## src/rtl/pdmafifo_pkg.sv

```systemverilog
// rtl/pdmafifo_pkg.sv - shared defaults and pointer helper for the PDMA FIFO controller
//
// Purpose: default geometry, read latency and flag thresholds for the PDMA
// FIFO controller, plus the pointer-increment-with-wrap helper used by the
// read and write pointer counters.
// Ports: none (package).

package pdmafifo_pkg;

  localparam int AWIDTH_DEF    = 7;
  localparam int DEPTH_DEF     = 128;
  localparam int RD_LAT_DEF    = 1;
  localparam int AFULL_TH_DEF  = 120;
  localparam int AEMPTY_TH_DEF = 8;

  // Next pointer value. Wraps at depth-1 rather than at the address-space
  // limit, so a DEPTH below 2**AWIDTH never touches unused RAM words.
  function automatic int unsigned ptr_next(input int unsigned ptr,
                                           input int unsigned depth);
    return (ptr == depth - 32'd1) ? 32'd0 : ptr + 32'd1;
  endfunction

endpackage

```

## src/rtl/pdmafifo_ptr_wrap.sv

```systemverilog
// rtl/pdmafifo_ptr_wrap.sv - enabled address counter that wraps at DEPTH-1
//
// Purpose: RAM address pointer for the PDMA FIFO; advances by one on each
// enabled cycle and returns to 0 after DEPTH-1.
// Ports:
//   clk    in   clock, rising edge
//   rst_n  in   asynchronous active-low reset (pointer -> 0)
//   en     in   advance the pointer on this edge
//   ptr    out  AWIDTH-bit registered pointer

module pdmafifo_ptr_wrap
  import pdmafifo_pkg::*;
#(
  parameter int AWIDTH = AWIDTH_DEF,
  parameter int DEPTH  = DEPTH_DEF
) (
  input  logic              clk,
  input  logic              rst_n,
  input  logic              en,
  output logic [AWIDTH-1:0] ptr
);

  always_ff @(posedge clk or negedge rst_n) begin
    if (!rst_n) begin
      ptr <= '0;
    end else if (en) begin
      ptr <= AWIDTH'(ptr_next(32'(ptr), 32'(DEPTH)));
    end
  end

endmodule

```

## src/rtl/pdmafifo_sync_ctrl.sv

```systemverilog
// rtl/pdmafifo_sync_ctrl.sv - single-clock FIFO controller for the PDMA uSRAM wrapper
//
// Purpose: turns push/pop requests into RAM write/read strobes and addresses,
// tracks occupancy, and produces registered status flags, error pulses and a
// read-data-valid strobe aligned to the RAM read latency.
// Ports:
//   CLOCK      in   sole clock, rising edge
//   RESET_N    in   asynchronous active-low reset
//   WE / RE    in   push / pop requests
//   WEN / REN  out  RAM write / read strobes (combinational, request & !flag)
//   WADDR      out  RAM write address (write pointer)
//   RADDR      out  RAM read address (read pointer)
//   DVLD       out  RDATA valid, RD_LAT cycles after an accepted pop
//   FULL, EMPTY, AFULL, AEMPTY  out  registered status flags
//   WRCNT      out  occupancy 0..DEPTH
//   OVERFLOW   out  one-cycle pulse after WE while FULL
//   UNDERFLOW  out  one-cycle pulse after RE while EMPTY

module pdmafifo_sync_ctrl
  import pdmafifo_pkg::*;
#(
  parameter int AWIDTH    = AWIDTH_DEF,
  parameter int DEPTH     = DEPTH_DEF,
  parameter int RD_LAT    = RD_LAT_DEF,
  parameter int AFULL_TH  = AFULL_TH_DEF,
  parameter int AEMPTY_TH = AEMPTY_TH_DEF
) (
  input  logic              CLOCK,
  input  logic              RESET_N,
  input  logic              WE,
  input  logic              RE,
  output logic              WEN,
  output logic [AWIDTH-1:0] WADDR,
  output logic              REN,
  output logic [AWIDTH-1:0] RADDR,
  output logic              DVLD,
  output logic              FULL,
  output logic              EMPTY,
  output logic              AFULL,
  output logic              AEMPTY,
  output logic [AWIDTH:0]   WRCNT,
  output logic              OVERFLOW,
  output logic              UNDERFLOW
);

  localparam logic [AWIDTH:0] DEPTH_C  = (AWIDTH+1)'(DEPTH);
  localparam logic [AWIDTH:0] AFULL_C  = (AWIDTH+1)'(AFULL_TH);
  localparam logic [AWIDTH:0] AEMPTY_C = (AWIDTH+1)'(AEMPTY_TH);

  logic              full_q;
  logic              empty_q;
  logic              afull_q;
  logic              aempty_q;
  logic              ovf_q;
  logic              udf_q;
  logic [AWIDTH:0]   cnt_q;
  logic [AWIDTH:0]   cnt_nxt;
  logic [RD_LAT-1:0] dvld_pipe;

  // Gating on the registered flags means a push at FULL is refused even when
  // a pop is accepted in the same cycle, and a pop at EMPTY never bypasses.
  assign WEN = WE & ~full_q;
  assign REN = RE & ~empty_q;

  pdmafifo_ptr_wrap #(
    .AWIDTH (AWIDTH),
    .DEPTH  (DEPTH)
  ) u_wptr (
    .clk   (CLOCK),
    .rst_n (RESET_N),
    .en    (WEN),
    .ptr   (WADDR)
  );

  pdmafifo_ptr_wrap #(
    .AWIDTH (AWIDTH),
    .DEPTH  (DEPTH)
  ) u_rptr (
    .clk   (CLOCK),
    .rst_n (RESET_N),
    .en    (REN),
    .ptr   (RADDR)
  );

  always_comb begin
    cnt_nxt = cnt_q;
    if (WEN && !REN) begin
      cnt_nxt = cnt_q + 1'b1;
    end else if (REN && !WEN) begin
      cnt_nxt = cnt_q - 1'b1;
    end
  end

  always_ff @(posedge CLOCK or negedge RESET_N) begin
    if (!RESET_N) begin
      cnt_q     <= '0;
      full_q    <= 1'b0;
      empty_q   <= 1'b1;
      afull_q   <= 1'b0;
      aempty_q  <= 1'b1;
      ovf_q     <= 1'b0;
      udf_q     <= 1'b0;
      dvld_pipe <= '0;
    end else begin
      cnt_q     <= cnt_nxt;
      full_q    <= (cnt_nxt == DEPTH_C);
      empty_q   <= (cnt_nxt == '0);
      afull_q   <= (cnt_nxt >= AFULL_C);
      aempty_q  <= (cnt_nxt <= AEMPTY_C);
      ovf_q     <= WE & full_q;
      udf_q     <= RE & empty_q;
      // Bit 0 takes the new read strobe; the top bit leaves as DVLD.
      dvld_pipe <= RD_LAT'({dvld_pipe, REN});
    end
  end

  assign DVLD      = dvld_pipe[RD_LAT-1];
  assign FULL      = full_q;
  assign EMPTY     = empty_q;
  assign AFULL     = afull_q;
  assign AEMPTY    = aempty_q;
  assign WRCNT     = cnt_q;
  assign OVERFLOW  = ovf_q;
  assign UNDERFLOW = udf_q;

endmodule

```

## config.mk

```make
export PLATFORM = sky130hd
export DESIGN_NAME = pdmafifo_sync_ctrl
export DESIGN_NICKNAME = d
export VERILOG_FILES = /design/src/rtl/pdmafifo_pkg.sv /design/src/rtl/pdmafifo_ptr_wrap.sv /design/src/rtl/pdmafifo_sync_ctrl.sv
export SDC_FILE = /design/constraint.sdc
export NUM_CORES = 1
export LEC_CHECK = 0
export CAP_MARGIN = 40
export CORE_MARGIN = 2
export CORE_UTILIZATION = 53
export DETAILED_ROUTE_END_ITERATION = 10
export GPL_TIMING_DRIVEN = 0
export MAX_ROUTING_LAYER = met4
export PLACE_DENSITY = 0.84
export SLEW_MARGIN = 20
export SYNTH_ARGS = -nofsm -noshare
export SYNTH_HDL_FRONTEND = slang
export SYNTH_SLANG_ARGS = --single-unit
```

## constraint.sdc

```tcl
create_clock -name CLOCK -period 3.09 [get_ports CLOCK]
set_input_delay 0.927 -clock CLOCK [delete_from_list [all_inputs] [get_ports CLOCK]]
set_output_delay 0.927 -clock CLOCK [all_outputs]
set_load 0.02 [all_outputs]
```

# ---- Word level (Yosys, flattened, before mapping)
# Index checks and enable logic that the tools add are counted.
# Widths: inputs -> output; s select.
dict set report word_totals {
  word_cells 34
  output_inout_bits 31
  reg_bits 29
  inputBits 4
}
dict set report classes {
  eq_ne 3
  order_cmp 2
  muxes 4
  bitwise 6
  n_reduce_logical 5
  n_addsub 4
}
# operator count
set op_table {}
lappend op_table {{$mux 8} 2}
lappend op_table {{$add 7x1->7 const B} 2}
lappend op_table {{$eq 7x7->1 const B} 2}
lappend op_table {{$mux 7} 2}
lappend op_table {{$add 8x1->8 const B} 1}
lappend op_table {{$eq 8x8->1 const B} 1}
lappend op_table {{$ge 8x7->1 const B} 1}
lappend op_table {{$le 8x4->1 const B} 1}
lappend op_table {{$logic_not 8->1} 1}
lappend op_table {{$sub 8x1->8 const B} 1}
lappend op_table {{$and 1x1->1} 4}
lappend op_table {{$logic_and 1x1->1} 2}
lappend op_table {{$logic_not 1->1} 2}
lappend op_table {{$not 1->1} 2}

# ---- Depth between registers and ports, before layout
# Gate-level depths: netlist (run 1).
dict set report logic_depth {
  depth_word 7
  depth_mapped 8
  depth_no_buf 6
}

# ---- Modules after synthesis
# From an unflattened synthesis (run 1), not the netlist that was laid out.
dict set report unflattened {
  cells_unflattened 149
  area_unflattened_um2 1591.5
}
# mod n_inst seq_area_each_um2 area_per_inst_um2 cells_each
set modules_own_cells {}
lappend modules_own_cells {pdmafifo_sync_ctrl 1 377.9 888.4 85}
lappend modules_own_cells {pdmafifo_ptr_wrap 2 175.2 351.6 32}

# ---- Worst setup path after synthesis (run 1)
# Ideal clock, no wire load.
dict set report synth_timing {
  path_type {input-to-output}
  startpoint {in RE}
  endpoint {out REN}
  path_buffers 2
  setup_slack_ps 771
  arrival_ps 1392
  path_stages 4
  required_time_ps 2163
  cell_sequence {nand2b_4 > inv_2 > buf_6 > buf_2}
}
dict set report synth_between {
  elab_chain_len 1
}
# element line_no
set synth_rtl {}
lappend synth_rtl {{from (decl)} pdmafifo_sync_ctrl.sv:31} ;# input logic RE,
lappend synth_rtl {{$and 1x1->1} pdmafifo_sync_ctrl.sv:63} ;# assign REN = RE & ~empty_q;
lappend synth_rtl {{to (decl)} pdmafifo_sync_ctrl.sv:34} ;# output logic REN,
# No other way between the ends.

# ---- Final worst setup path (run 1)
dict set report layout_timing {
  startpoint {in WE}
  endpoint {out WEN}
}
dict set report layout_between {
  elab_chain_len 1
}
# element line_no
set layout_rtl {}
lappend layout_rtl {{from (decl)} pdmafifo_sync_ctrl.sv:30} ;# input logic WE,
lappend layout_rtl {{$and 1x1->1} pdmafifo_sync_ctrl.sv:62} ;# assign WEN = WE & ~full_q;
lappend layout_rtl {{to (decl)} pdmafifo_sync_ctrl.sv:32} ;# output logic WEN,
# No other way between the ends.

==> run metrics, run 1 <==
run status finished clean; Critical Path RT 2.16 ns; hold_ws 0.512 ns; synthesized area per cell 10.5 um^2; worst min-delay path class register to register; type of origin of the critical path input pin; most frequent cells in the layout clkdlybuf4s50_1, dfrtp_1, nand2_1, nand3_1, nand4_1; core area 0.00276 mm^2; leak pwr 0.837 nW; leading area contributor after synthesis dfrtp_1; main combinational cell family by area after synthesis simple AND/OR/NAND/NOR gates; layout cell share with drive strength beyond 1 0.165; multiplexer share of the synthesized area 0.0131; hold path endpoint OVERFLOW; crit path kind input pin to output port; Die W 57.8 um; final instance count without filler cells 219; final wirelength 3180 um; CTS sink count 29; worst r2r path cells 6; top area cells in the synthesized netlist dfrtp_1, xnor2_1, nand2_1; DRC Markers 0; Avg WL per Cell 14.5 um; via count 1300; RSZ-0062 raised after global routing no; synthesized cell area 0.00153 mm^2; Critical Path AT 2.10 ns; worst vdd ir 0.000673 V; cts bufs inserted 5; RR Startpoint WRCNT[0]; syn nets 154; DRT Pass-1 Iters 4; Final setup viols 0; adder-cell share of the synthesized area 0.0327; Synth Warn # 0; antenna violations before repair 0; H-Tree Level Count 2; PnR worst setup slack 0.0628 ns; I/O Buffers 34; CTS tree done; crit path capture type output port; P&R area growth vs syn 28.8%; Final Hold Viols 0; # IOs 35; Antenna Cells 0; worst hold path startpoint FULL; post-synthesis sequential area ratio 0.475; Pwr Density 952 mW/mm^2; via count of the first global-routing pass 1225; Synth cell types 44; root buffer cell clkbuf_4; Final GP Congestion 0.882; Die Area 0.00334 mm^2; largest net degree at the start of global routing 30; Initial Utilization 0.555; placed insts 211; Clock Latency Late Sink 0.34 ns; minimum clock period 3.03 ns; r2r endpoint AEMPTY; CTS clk-pin slew, worst paths 0.08 ns; crit share post-route 0.980; Register-to-Register Setup Slack 0.84 ns; Max Root-Sink Buffers 2; vias per std cell 5.94; final net count 195; commonest non-fill, non-tap cell in the layout clkdlybuf4s50_1; Compound-Gate Fraction of Synth Area 0.128; Die Y 57.8 um; Slew Limit Fails 0; post-synth top area share 0.441; simple-gate share of the synthesized area 0.252; antenna-violating nets left 0; Worst Hold Path Cells 1; # rows 19; actual slew at the worst max-slew pin 0.638 ns; register bit total from synthesis 29; all-layer global routing usage 0.223; Final Skew 0.00720 ns; max-cap viol count 0; # Post-CTS Setup Buffers 0; pre-CTS setup slack -0.438 ns; hpwl dp 2290 um; critical-path maximum fanout 10; first-pass GRT wire length 5460 um; GRT Residual Overflow 0; fmax 330 MHz; Iter 0 DRT Violations 49; Synth Instances 146; Max-slew headroom 0.574; Synth Area in XOR/XNOR 0.0629
==> where the power goes <==
part | switching, mW | internal (mW) | leakage, nW
registers | 0.173 | 0.517 | 0.352
clock network | 0.131 | 0.132 | 0.0413
logic | 0.492 | 0.434 | 0.444
total | 0.796 | 1.08 | 0.837
==> synthesized netlist by cell type <==
cell type	number
inv_1	2
o211ai_1	2
o211ai_2	1
nor4_1	4
inv_2	2
or3_1	2
a21boi_4	1
ha_1	4
buf_4	1
nand3_2	1
a21o_1	2
nor2_1	6
nand3_1	9
o22ai_1	1
o31ai_1	2
or4_4	1
o21ai_0	5
o2111ai_1	2
buf_6	2
nor3_1	6
and2_1	2
nand2b_1	1
xnor2_1	7
mux2i_1	2
a2111oi_2	1
buf_2	2
o21a_1	1
nand4_1	8
a21oi_1	3
and3b_2	1
o2bb2ai_2	1
and3_1	3
or4_1	1
dfstp_2	2
and2_2	1
nand2b_4	2
nand2_1	16
nand4b_1	1
and4_4	1
a21o_2	1
and4_1	1
dfrtp_1	27
a41o_1	1
xor2_1	4
==> sequential cells by signal (all words and copies together) (netlist names) <==
signal / count
FULL: 1
EMPTY: 1
UNDERFLOW: 1
AEMPTY: 1
u_rptr.ptr: 7
AFULL: 1
DVLD: 1
u_wptr.ptr: 7
OVERFLOW: 1
WRCNT: 8
==> worst max-delay path by stage <==
stage | start | endpoint | slack, ns | cells after the start
floorplan | RE | REN | 0.77 | 4
global placement | RE | REN | -0.42 | 6
finish | WE | WEN | 0.06 | 5
detailed placement | RE | REN | -0.44 | 6
global route | RE | REN | 0.0002 | 6
CTS | WE | WEN | 0.02 | 5
==> through the flow <==
stage / power, mW / instance area [um^2] / utilization / setup TNS (ns)
finish: 1.88 / 1970 / 0.716 / 0
global route: 2.01 / 1970 / 0.716 / 0
detailed placement: 1.62 / 1910 / 0.691 / -0.687
CTS: 1.89 / 1970 / 0.715 / 0
global placement: 1.59 / 1910 / 0.693 / -0.657
floorplan: 1.23 / 1530 / - / 0
==> critical path, stage by stage <==
cell and delay, ns:
clkdlybuf4s50_1 0.52, nand2b_4 0.07, buf_6 0.14, inv_2 0.13, clkdlybuf4s15_1 0.32
==> per-layer routing <==
layer / track usage / wire length [um] / vias up / part of all wire
met2: 0.344 / 1580 / 53 / 0.50
met3: 0.0692 / 169 / 8 / 0.053
met4: 0.0930 / 65 / 0 / 0.020
li1: - / - / 623 / -
met1: 0.272 / 1360 / 616 / 0.43
met5: - / 0 / - / 0
==> cells by family after synthesis <==
family / Yosys count
buffers and inverters: 9
AOI/OAI and AO/OA: 24
DFF: 29
muxes: 2
xor gates and xnor gates: 11
and+or+nand+nor: 67
adders and majority gates: 4
==> what timing repair did <==
item | CTS | global route
hold buffers | 0 | 0
gates cloned | 0 | 0
resized for setup | 6 | 1
endpoints found under the setup margin | 2 | 1
==> area by class of cell <==
cell class              count  area (um^2)
clock buffers               7         65.1
inverters                   4         15.0
well taps                  31         38.8
multi-input cells         108          748
fillers                   198          785
clock inverters             1         5.00
plain buffers               5         42.5
repair buffers             34          330
flip-flops and latches     29          728
Power figures use the tool's default switching activity.
==> run 2, diff against run 1 <==
GPL_TIMING_DRIVEN = unset   (was 0)
==> run 2 against run 1 <==
Clock power is 15% lower; global-route usage is 0.83 points higher; register-to-register slack better by 0.03 ns; non-clock buffer count stayed put; flip-flop and latch count stayed put; sequential share of layout area is 0.24 points higher; power is 2.0% lower; critical path depth is 1 lower; clock skew is 0.0011 ns higher.
==> run metrics, run 2 (same netlist as run 1, synthesis figures left out) <==
layout cell share with drive strength beyond 1 0.149 (was 0.165); max FFs per register 8 (unchanged); Critical Path RT 2.16 ns (about the same); Critical Path AT 1.88 ns (was 2.10 ns); DRC Markers 0 (unchanged); Initial Utilization 0.555 (unchanged); H-Tree Level Count 2 (unchanged); worst vdd ir 0.000771 V (was 0.000673 V); worst min-delay path class register to register (unchanged); antenna violations before repair 0 (unchanged); # IOs 35 (unchanged); via count 1309 (was 1300); pre-CTS setup slack -0.00115 ns (was -0.438 ns); Avg WL per Cell 15.5 um (was 14.5 um); critical-path maximum fanout 2 (was 10); CP bufs+invs 3 (was 4); # rows 19 (unchanged); Final GP Congestion 0.826 (was 0.882); PnR worst setup slack 0.279 ns (was 0.0628 ns); Crit path depth 4 (was 5); Die Y 57.8 um (unchanged); core area 0.00276 mm^2 (unchanged); Die W 57.8 um (unchanged); crit share post-route 0.910 (was 0.980); root buffer cell clkbuf_4 (unchanged); minimum clock period 2.81 ns (was 3.03 ns); Worst Hold Path Cells 1 (unchanged); Final setup viols 0 (unchanged); type of origin of the critical path input pin (unchanged); Antenna Cells 0 (unchanged); fmax 356 MHz (was 330 MHz); run status finished clean (unchanged); P&R area growth vs syn 28.0% (was 28.8%); Post-DP Area 0.00191 mm^2 (about the same); largest net degree at the start of global routing 30 (unchanged); Max Root-Sink Buffers 2 (unchanged); # Post-CTS Setup Buffers 0 (unchanged); CTS sink count 29 (unchanged); antenna-violating nets left 0 (unchanged); Critical-path top delay cell clkdlybuf4s50_1 (unchanged); Register Area 728 um^2 (unchanged); crit path kind input pin to output port (unchanged); Power Total 1.84 mW (was 1.88 mW); final net count 195 (unchanged); via count of the first global-routing pass 1206 (was 1225); worst r2r path cells 6 (unchanged); Die Area 0.00334 mm^2 (unchanged); cts bufs inserted 5 (unchanged); final non-filler cell area 0.00196 mm^2 (was 0.00197 mm^2); hpwl dp 2460 um (was 2290 um); family with the most delay on the worst path buffers and inverters (unchanged); Multi-input gate area 748 um^2 (unchanged); first-pass GRT wire length 5640 um (was 5460 um); GRT Residual Overflow 0 (unchanged); filler cell count 233 (was 198); DRT Pass-1 Iters 4 (unchanged); Final Skew 0.00833 ns (was 0.00720 ns); CTS clk-pin slew, worst paths 0.09 ns (was 0.08 ns); Clock Latency Late Sink 0.33 ns (was 0.34 ns); all-layer global routing usage 0.231 (was 0.223); actual slew at the worst max-slew pin 0.487 ns (was 0.638 ns); most frequent cells in the layout clkdlybuf4s50_1, dfrtp_1, nand2_1, nand3_1, nand4_1 (unchanged); crit path capture type output port (unchanged); CTS tree done (unchanged); I/O Buffers 34 (unchanged); leak pwr 0.836 nW (was 0.837 nW); vias per std cell 5.98 (was 5.94); commonest non-fill, non-tap cell in the layout clkdlybuf4s50_1 (unchanged); crit path cell chain clkdlybuf4s50_1 > nand2b_4 > inv_2 > dlygate4sd2_1 (was clkdlybuf4s50_1 > nand2b_4 > buf_6 > inv_2 > clkdlybuf4s15_1); max-cap viol count 0 (unchanged); Pwr Density 939 mW/mm^2 (was 952 mW/mm^2); Iter 0 DRT Violations 25 (was 49); CP peak stage delay 0.52 ns (about the same); Slew Limit Fails 0 (unchanged); final wirelength 3400 um (was 3180 um); RSZ-0062 raised after global routing no (unchanged); final core occ 0.711 (was 0.716); Final Hold Viols 0 (unchanged); Max-slew headroom 0.674 (was 0.574)
run 2: per-layer routing:
layer	routed length, um	global-route usage	vias to the layer above	share of wire
met5	0	-	-	0
met4	76	0.106	0	0.022
met3	210	0.0580	12	0.062
met2	1680	0.352	43	0.49
met1	1430	0.292	636	0.42
li1	-	-	618	-
run 2: what timing repair did:
| action | 4_1_cts | 5_1_grt |
|---|---|---|
| resized for setup | 1 | 1 |
| setup endpoints to repair | 1 | 1 |
| hold buffers | 0 | 0 |
run 2: final timing paths:
check / start / endpoint / slack, ns
setup / recovery: RE / REN / 0.28
max in group asynchronous: RESET_N / EMPTY / 1.81
setup reg to reg: WRCNT[0] / AEMPTY / 0.87
min in group asynchronous: RESET_N / WRCNT[1] / 0.97
hold / removal: u_wptr.ptr[6] / u_wptr.ptr[6] / 0.49
hold reg to reg: u_wptr.ptr[6] / u_wptr.ptr[6] / 0.49
run 2: area by class of cell:
class / instances / share of cell area
Inverter: 4 / 0.00766
Sequential cell: 29 / 0.371
Timing Repair Buffer: 39 / 0.193
Multi-Input combinational cell: 108 / 0.382
Clock inverter: 2 / 0.00511
Clock buffer: 6 / 0.0211
Tap cell: 31 / 0.0198
run 2: report_power, final:
| group | leakage, nW | switching [mW] | internal [mW] |
|---|---|---|---|
| Sequential | 0.352 | 0.189 | 0.517 |
| Combinational | 0.452 | 0.486 | 0.427 |
| Clock | 0.0320 | 0.135 | 0.0865 |
| Total | 0.836 | 0.811 | 1.03 |
run 2: metrics by stage:
step / hold WS (ns) / cells / setup TNS, ns
after floorplan: 0.594 / 146 / 0
after global placement: 0.479 / 211 / 0
after detailed placement: 0.491 / 211 / -0.00115
after CTS: 0.504 / 219 / 0
after global routing: 0.526 / 219 / 0
final: 0.494 / 219 / 0
run 2: worst reg2reg max path: stages, from the launching register on:
cell and delay, ns:
dfrtp_1 0.48, inv_1 0.14, ha_1 0.35, or4_1 0.52, o211ai_2 0.12, nand3_1 0.13
a2111oi_2 0.39
